[config.mk]
export PLATFORM = sky130hd
export DESIGN_NAME = regfile_mp
export DESIGN_NICKNAME = d
export VERILOG_FILES = /design/src/rtl/regfile_pkg.sv /design/src/rtl/regfile_scoreboard.sv /design/src/rtl/regfile_mp.sv
export SDC_FILE = /design/constraint.sdc
export NUM_CORES = 2
export LEC_CHECK = 0
export CORE_MARGIN = 3
export CORE_UTILIZATION = 65
export CTS_CLUSTER_DIAMETER = 50
export DETAILED_ROUTE_END_ITERATION = 12
export GPL_ROUTABILITY_DRIVEN = 0
export PLACE_DENSITY_LB_ADDON = 0.3
export SLEW_MARGIN = 20
export SYNTH_ARGS = -nofsm -noshare
export SYNTH_HDL_FRONTEND = slang
export SYNTH_HIERARCHICAL = 1
export SYNTH_SLANG_ARGS = --single-unit
[constraint.sdc]
create_clock -name clk -period 6.4 [get_ports clk]
set_input_delay 0.64 -clock clk [delete_from_list [all_inputs] [get_ports clk]]
set_output_delay 0.64 -clock clk [all_outputs]
set_load 0.01 [all_outputs]
[src/rtl/regfile_pkg.sv]
// Shared types and default sizing for the multi-port register file.
package regfile_pkg;
  typedef enum logic {RF_CLEAR = 1'b0, RF_RUN = 1'b1} rf_state_t;
  localparam int RF_DW = 32;
  localparam int RF_AW = 5;
  localparam int RF_NR = 2;
endpackage

[src/rtl/regfile_scoreboard.sv]
// Per-register pending-write bits for issue-stage hazard detection.
// Optional REGFILE_BYPASS_EN masks pending on read ports hit by a same-cycle write.
module regfile_scoreboard
  import regfile_pkg::*;
#(
  parameter int AW = RF_AW,
  parameter int NR = RF_NR
) (
  input  logic            clk,
  input  logic            rst,
  input  logic            i_busy,
  input  logic            i_clr0,
  input  logic [AW-1:0]   i_clr0_addr,
  input  logic            i_clr1,
  input  logic [AW-1:0]   i_clr1_addr,
  input  logic            i_set,
  input  logic [AW-1:0]   i_set_addr,
  input  logic [NR*AW-1:0] i_ra,
  output logic [NR-1:0]   o_rd_pend
);
  localparam int DEPTH = 1 << AW;

  logic [DEPTH-1:0] r_pend;

  // Set is applied last so it wins over a same-cycle clear of the same entry.
  always_ff @(posedge clk) begin
    if (rst) begin
      r_pend <= '0;
    end else begin
      if (i_clr0) r_pend[i_clr0_addr] <= 1'b0;
      if (i_clr1) r_pend[i_clr1_addr] <= 1'b0;
      if (i_set)  r_pend[i_set_addr]  <= 1'b1;
    end
  end

  for (genvar i = 0; i < NR; i++) begin : g_port
    logic [AW-1:0] w_ra;
    logic          w_mask;
    assign w_ra = i_ra[i*AW +: AW];
`ifdef REGFILE_BYPASS_EN
    assign w_mask = ((i_clr0 && i_clr0_addr == w_ra) || (i_clr1 && i_clr1_addr == w_ra)) &&
                    !(i_set && i_set_addr == w_ra);
`else
    assign w_mask = 1'b0;
`endif
    assign o_rd_pend[i] = !i_busy && !w_mask && r_pend[w_ra];
  end
endmodule

[src/rtl/regfile_mp.sv]
// Two-write, NR-read register file with post-reset clear sweep and pending scoreboard.
// Define REGFILE_BYPASS_EN to forward same-cycle write data to the read ports.
module regfile_mp
  import regfile_pkg::*;
#(
  parameter int DW       = RF_DW,
  parameter int AW       = RF_AW,
  parameter int NR       = RF_NR,
  parameter int ZERO_REG = 1
) (
  input  logic             clk,
  input  logic             rst,
  output logic             init_busy,
  input  logic             we0,
  input  logic [AW-1:0]    wa0,
  input  logic [DW-1:0]    wd0,
  input  logic             we1,
  input  logic [AW-1:0]    wa1,
  input  logic [DW-1:0]    wd1,
  input  logic [NR*AW-1:0] ra,
  output logic [NR*DW-1:0] rd,
  output logic [NR-1:0]    rd_pend,
  input  logic             sb_set,
  input  logic [AW-1:0]    sb_addr
);
  localparam int DEPTH = 1 << AW;

  rf_state_t     r_state, w_state_nxt;
  logic [AW-1:0] r_idx, w_idx_nxt;
  logic [DW-1:0] r_rf [DEPTH];
  logic          w_busy, w_acc0, w_acc1, w_sb_acc;

  always_ff @(posedge clk) begin
    if (rst) begin
      r_state <= RF_CLEAR;
      r_idx   <= '0;
    end else begin
      r_state <= w_state_nxt;
      r_idx   <= w_idx_nxt;
    end
  end

  always_comb begin
    w_state_nxt = r_state;
    w_idx_nxt   = r_idx;
    if (r_state == RF_CLEAR) begin
      w_idx_nxt = r_idx + 1'b1;
      if (r_idx == AW'(DEPTH - 1)) w_state_nxt = RF_RUN;
    end
  end

  assign w_busy    = (r_state == RF_CLEAR);
  assign init_busy = w_busy;

  // Writes and scoreboard sets are only accepted once the sweep is done.
  assign w_acc0   = we0 && !w_busy && !(ZERO_REG != 0 && wa0 == '0);
  assign w_acc1   = we1 && !w_busy && !(ZERO_REG != 0 && wa1 == '0);
  assign w_sb_acc = sb_set && !w_busy && !(ZERO_REG != 0 && sb_addr == '0);

  // Port 1 is written after port 0 so it wins on an address collision.
  always_ff @(posedge clk) begin
    if (!rst) begin
      if (r_state == RF_CLEAR) begin
        r_rf[r_idx] <= '0;
      end else begin
        if (w_acc0) r_rf[wa0] <= wd0;
        if (w_acc1) r_rf[wa1] <= wd1;
      end
    end
  end

  for (genvar i = 0; i < NR; i++) begin : g_rd
    logic [AW-1:0] w_ra;
    logic [DW-1:0] w_val;
    assign w_ra = ra[i*AW +: AW];
`ifdef REGFILE_BYPASS_EN
    assign w_val = (w_acc1 && wa1 == w_ra) ? wd1 :
                   (w_acc0 && wa0 == w_ra) ? wd0 : r_rf[w_ra];
`else
    assign w_val = r_rf[w_ra];
`endif
    assign rd[i*DW +: DW] = (w_busy || (ZERO_REG != 0 && w_ra == '0)) ? '0 : w_val;
  end

  regfile_scoreboard #(.AW(AW), .NR(NR)) u_sb (
    .clk         (clk),
    .rst         (rst),
    .i_busy      (w_busy),
    .i_clr0      (w_acc0),
    .i_clr0_addr (wa0),
    .i_clr1      (w_acc1),
    .i_clr1_addr (wa1),
    .i_set       (w_sb_acc),
    .i_set_addr  (sb_addr),
    .i_ra        (ra),
    .o_rd_pend   (rd_pend)
  );
endmodule
### Word-level counts from Yosys, hierarchy flattened

Memories as Yosys holds them, arrays and structs flattened.
Cells that the tools add are included.

* register bits after elaboration: 38
* RAM bits: 1024
* bits of input ports: 94
* output and inout bits: 67
* memories kept: 1

Memory list
* r_rf: depth 32, bits a word 32, rd ports 2, clocked after Yosys merged registers in 0, write ports 2, RTL line regfile_mp.sv:30 `logic [DW-1:0] r_rf [DEPTH];`

* add/sub/neg operators: 1
* magnitude comparators: 8
* equal/unequal tests: 1
* multiplexer cells: 33
* bitwise operators: 6
* reductions and logical operators: 22

Operator list (count)
* 32-bit two-way mux: 8
* 32-bit bitwise AND: 2
* 32-bit inverter: 2
* 32-bit OR: 1
* 32-bit OR reduction: 1
* 5-bit by 6-bit less-than comparator with 1-bit output (second input constant): 5
* 5-bit logical NOT: 5
* 1-bit two-way mux: 19
* 1-bit demux with 5-bit select: 3
* 5-bit by 1-bit greater-or-equal comparator with 1-bit output (second input constant): 3
* 1-bit logical AND: 11
* 1-bit binary-select mux with 5-bit select: 2
* 5-bit by 1-bit adder with 5-bit output (second input constant): 1
* 5-bit equality test (second input constant): 1
* 5-bit two-way mux: 1
* 1-bit logical NOT: 3
* 1-bit logical OR: 2
* 1-bit inverter: 1

### Logic depth before layout (Yosys ltp)

* depth after elaboration: 13
* gate-level depth with buffers: 9
* depth with buffers taken out: 7

### Modules after synthesis

Netlist, hierarchy kept.

Modules (own cells, without submodules)
* regfile_mp: times used 1, cells each 4221, area an instance 61416.4 µm²
* regfile_scoreboard: times used 1, cells each 225, area an instance 2159.6 µm²

### Worst setup path after synthesis

OpenSTA, ideal clock, no wires.

* path type: input -> register
* from: in we0
* to: mem r_rf[24][0] in the netlist's numbering, enable pin
* library setup time: 0.466 ns
* arrival: 3.874 ns
* data required time: 5.934 ns
* setup slack: 2.061 ns
* stages on the path: 5
* path buffers: 1
* path through: nand2_1 a211oi_2 buf_4 mux2_2 o21ai_0

RTL lines
* start: declaration: RTL line regfile_mp.sv:14 `input logic we0,`
* end: declaration: RTL line regfile_mp.sv:30

### Worst setup path after layout

* from: reg r_state
* to: out rd[60]

* word-level cells in the longest chain between the ends: 3

RTL lines
* start: declaration: RTL line regfile_mp.sv:28 `rf_state_t r_state, w_state_nxt;`
* start signal: assignment: RTL line regfile_mp.sv:38 `r_state <= w_state_nxt;`
* 1-bit inverter
* 1-bit logical OR: RTL line regfile_mp.sv:82 `assign rd[i*DW +: DW] = (w_busy || (ZERO_REG != 0 && w_ra == '0)) ? '0 : w_val;`
* 32-bit two-way mux: RTL line regfile_mp.sv:82
* end: declaration: RTL line regfile_mp.sv:21 `output logic [NR*DW-1:0] rd,`

Every way passes these cells.

==> run summary <==
Remaining Overflow, GRT - 0
wire per inst - 38.3 µm
final setup fails - 0
total CTS buffers - 120
Hold Vio Cnt, Final - 0
Synth top cells by count - mux2_2 (1177), edfxtp_1 (1024), a22oi_1 (287)
Max Clk Rate - 190 MHz
clock sink count - 1062
layout cells sized above 1 - 0.433
Die X - 319 µm
Post-synth top flop - edfxtp_1
FF-to-FF Start - r_state$_SDFF_PP0_
critical path class - register to primary output
HP Start - u_sb/r_pend[17]$_SDFF_PP0_
arrival time at the worst endpoint - 4630 ps
Seq/Total Area, Yosys - 0.496
Max VDD drop - 0.239 mV
R2R setup slack - 2270 ps
hold_buf cts - 0
Reg-to-Reg End - r_rf[5][26]$_DFFE_PP_
status - finished, final reports clean
Static Leak - 23.4 nW
synthesized area - 63600 µm²
Placed Area - 66200 µm²
gr usage total - 0.422
CTS tree - yes
most common cell in the synthesized netlist - mux2_2
Mapped Cells - 4446
Seq cells post-synth - 1062
Slew Limit Fails - 0
crit start category - register
vias in the first global route - 45.1k
IO Port Bufs - 160
CTS Buffer Depth - 3
TritonRoute pass-1 iters - 6
Routed Antenna Nets - 0
Crit-path slowest cell - and2_2
antenna violations before repair - 7
post-synth net total - 4542
largest net degree at the start of global routing - 118
via count - 46.1k
type of the worst min-delay path - register to register
die area - 102000 µm²
Fin Setup TNS - 0 ps
Post-synth EDFFs - 1024
postcts setup bufs - 0
Rows - 114
Die Ht - 319 µm
footprint of the multi-input gates - 30100 µm²
ys async rst share - 0
Reg clk slew, reported paths - 60 ps
via density per instance - 8.05
root buffer cell - clkbuf_16
worst-path fanout max - 31
synth top area cells - edfxtp_1 (48%), mux2_2 (21%), mux4_2 (9.2%), mux2i_1 (4.3%), a22oi_1 (3.4%)
first-pass GRT wire length - 312000 µm
R2R depth - 7
Least-Margin Pin Slew - 1320 ps
clk_lat worst skew - 740 ps
Synth cell types - 65
setup clock skew after layout - 18.7 ps
Yosys top cell area share - 0.484
Synth Warn # - 6
Layout area overhead - 10.7%
Residual DRC - 0
WL final - 219000 µm
initial core utilization - 0.656
initial DRC count - 8534
final net count - 4425
worst path cell trace - buf_4, nor3b_1, and2_2, a22oi_1, nand4_1, clkdlybuf4s50_1
core area - 96900 µm²
Worst Hold Path EP - u_sb/r_pend[17]$_SDFF_PP0_
RSZ-0062 raised after global routing - false
WHS Path Cells - 2
slowest stage delay, CP - 1150 ps
max-cap violation count - 0
Fillers - 5951
PD cells - 225 nW/µm²
I/O Pins - 161
Rel. slew slack - 0.118
fin crit period - 5270 ps
Final Instance Area - 70400 µm²
register area - 31500 µm²
PostCTS Resize Cnt - 0
Worst EP required - 5760 ps
top cell type by total area after synthesis - edfxtp_1
Final period util - 0.824
Synth Area per Inst - 14.3 µm²
H-tree depth - 3
Worst Setup End Kind - primary output
placed wire-length estimate - 129000 µm
==> cells in the final DEF (no fill, tap or decap), types with 17 or more instances in the layout <==
| cell | n |
|---|---|
| a211oi_1 | 65 |
| a21oi_1 | 32 |
| a22oi_1 | 287 |
| and2_1 | 21 |
| and3_1 | 38 |
| buf_12 | 20 |
| buf_2 | 19 |
| buf_4 | 120 |
| bufinv_16 | 21 |
| clkbuf_1 | 22 |
| clkbuf_16 | 121 |
| clkdlybuf4s50_1 | 135 |
| clkinv_1 | 27 |
| clkinv_2 | 17 |
| dfxtp_1 | 38 |
| edfxtp_1 | 1024 |
| mux2_2 | 1177 |
| mux2i_1 | 272 |
| mux4_2 | 259 |
| nand2_1 | 19 |
| nand3_1 | 71 |
| nand4_1 | 66 |
| nor2_1 | 49 |
| nor2_4 | 29 |
| nor2b_1 | 69 |
| nor3b_1 | 17 |
| o21ai_0 | 66 |
| o22ai_1 | 66 |
| o22ai_4 | 25 |
| or3_1 | 63 |
==> how the worst max path moves through the flow <==
stage                     cells past startpoint               start  slack (ps)                    end
after floorplan                               5                 we0        2060  r_rf[24][0]$_DFFE_PP_
after global placement                        6               ra[9]        1690                 rd[60]
after detailed placement                      6               ra[9]        1640                 rd[60]
after CTS                                     6  r_state$_SDFF_PP0_        1450                 rd[63]
after global routing                          6  r_state$_SDFF_PP0_        1310                 rd[60]
final                                         6  r_state$_SDFF_PP0_        1130                 rd[60]
==> layout make-up <==
class                      count  area share
timing repair buffer         306      0.0428
multi-input combinational   2835       0.428
clock inverter                83      0.0142
clock buffer                 143      0.0442
sequential                  1062       0.448
tap                         1276      0.0227
inverter                       4    0.000213
antenna                       11    0.000391
==> cell families after synthesis <==
family / synth area share
AOI/OAI and AO/OA: 0.0611
xor gates and xnor gates: 0.000413
adders and majority gates: 0.000394
buffers and inverters: 0.0419
DFF: 0.496
muxes: 0.350
and+or+nand+nor: 0.0508
==> per-stage QoR <==
stage	utilization	hold slack (ps)	setup slack, ps	cells	power [mW]
floorplan	-	474	2060	4446	8.32
global placement	0.682	498	1690	5473	8.65
detailed placement	0.684	514	1640	5480	8.66
CTS	0.726	530	1450	5706	15.8
global route	0.727	560	1310	5711	16.1
finish	0.727	527	1130	5720	15.8
==> worst max-delay path: cells and delay by family, from the launching register on <==
kind,cells,cell delay [ps]
flops,1,530
compound gates,1,300
buf+inv,2,940
simple gates,3,2100
==> report_power, final <==
| group | switching (mW) | total (mW) | leakage (nW) | internal (mW) |
|---|---|---|---|---|
| Sequential | 0.0236 | 7.58 | 8.60 | 7.56 |
| Clock | 2.98 | 7.29 | 1.99 | 4.31 |
| Combinational | 0.630 | 0.979 | 12.8 | 0.349 |
| Total | 3.63 | 15.8 | 23.4 | 12.2 |
==> registers in the layout, summed over array words and instances, names as in the netlist <==
name,cells
r_state,1
r_rf,1024
r_idx,5
u_sb/r_pend,32
==> layer usage <==
metal,global-route usage,share of wire,vias up
met5,0,0.00038,-
met2,0.611,0.43,4490
met4,0.249,0.068,8
met1,0.540,0.33,22890
li1,-,-,17626
met3,0.169,0.17,1054
Power figures use the tool's default switching activity.
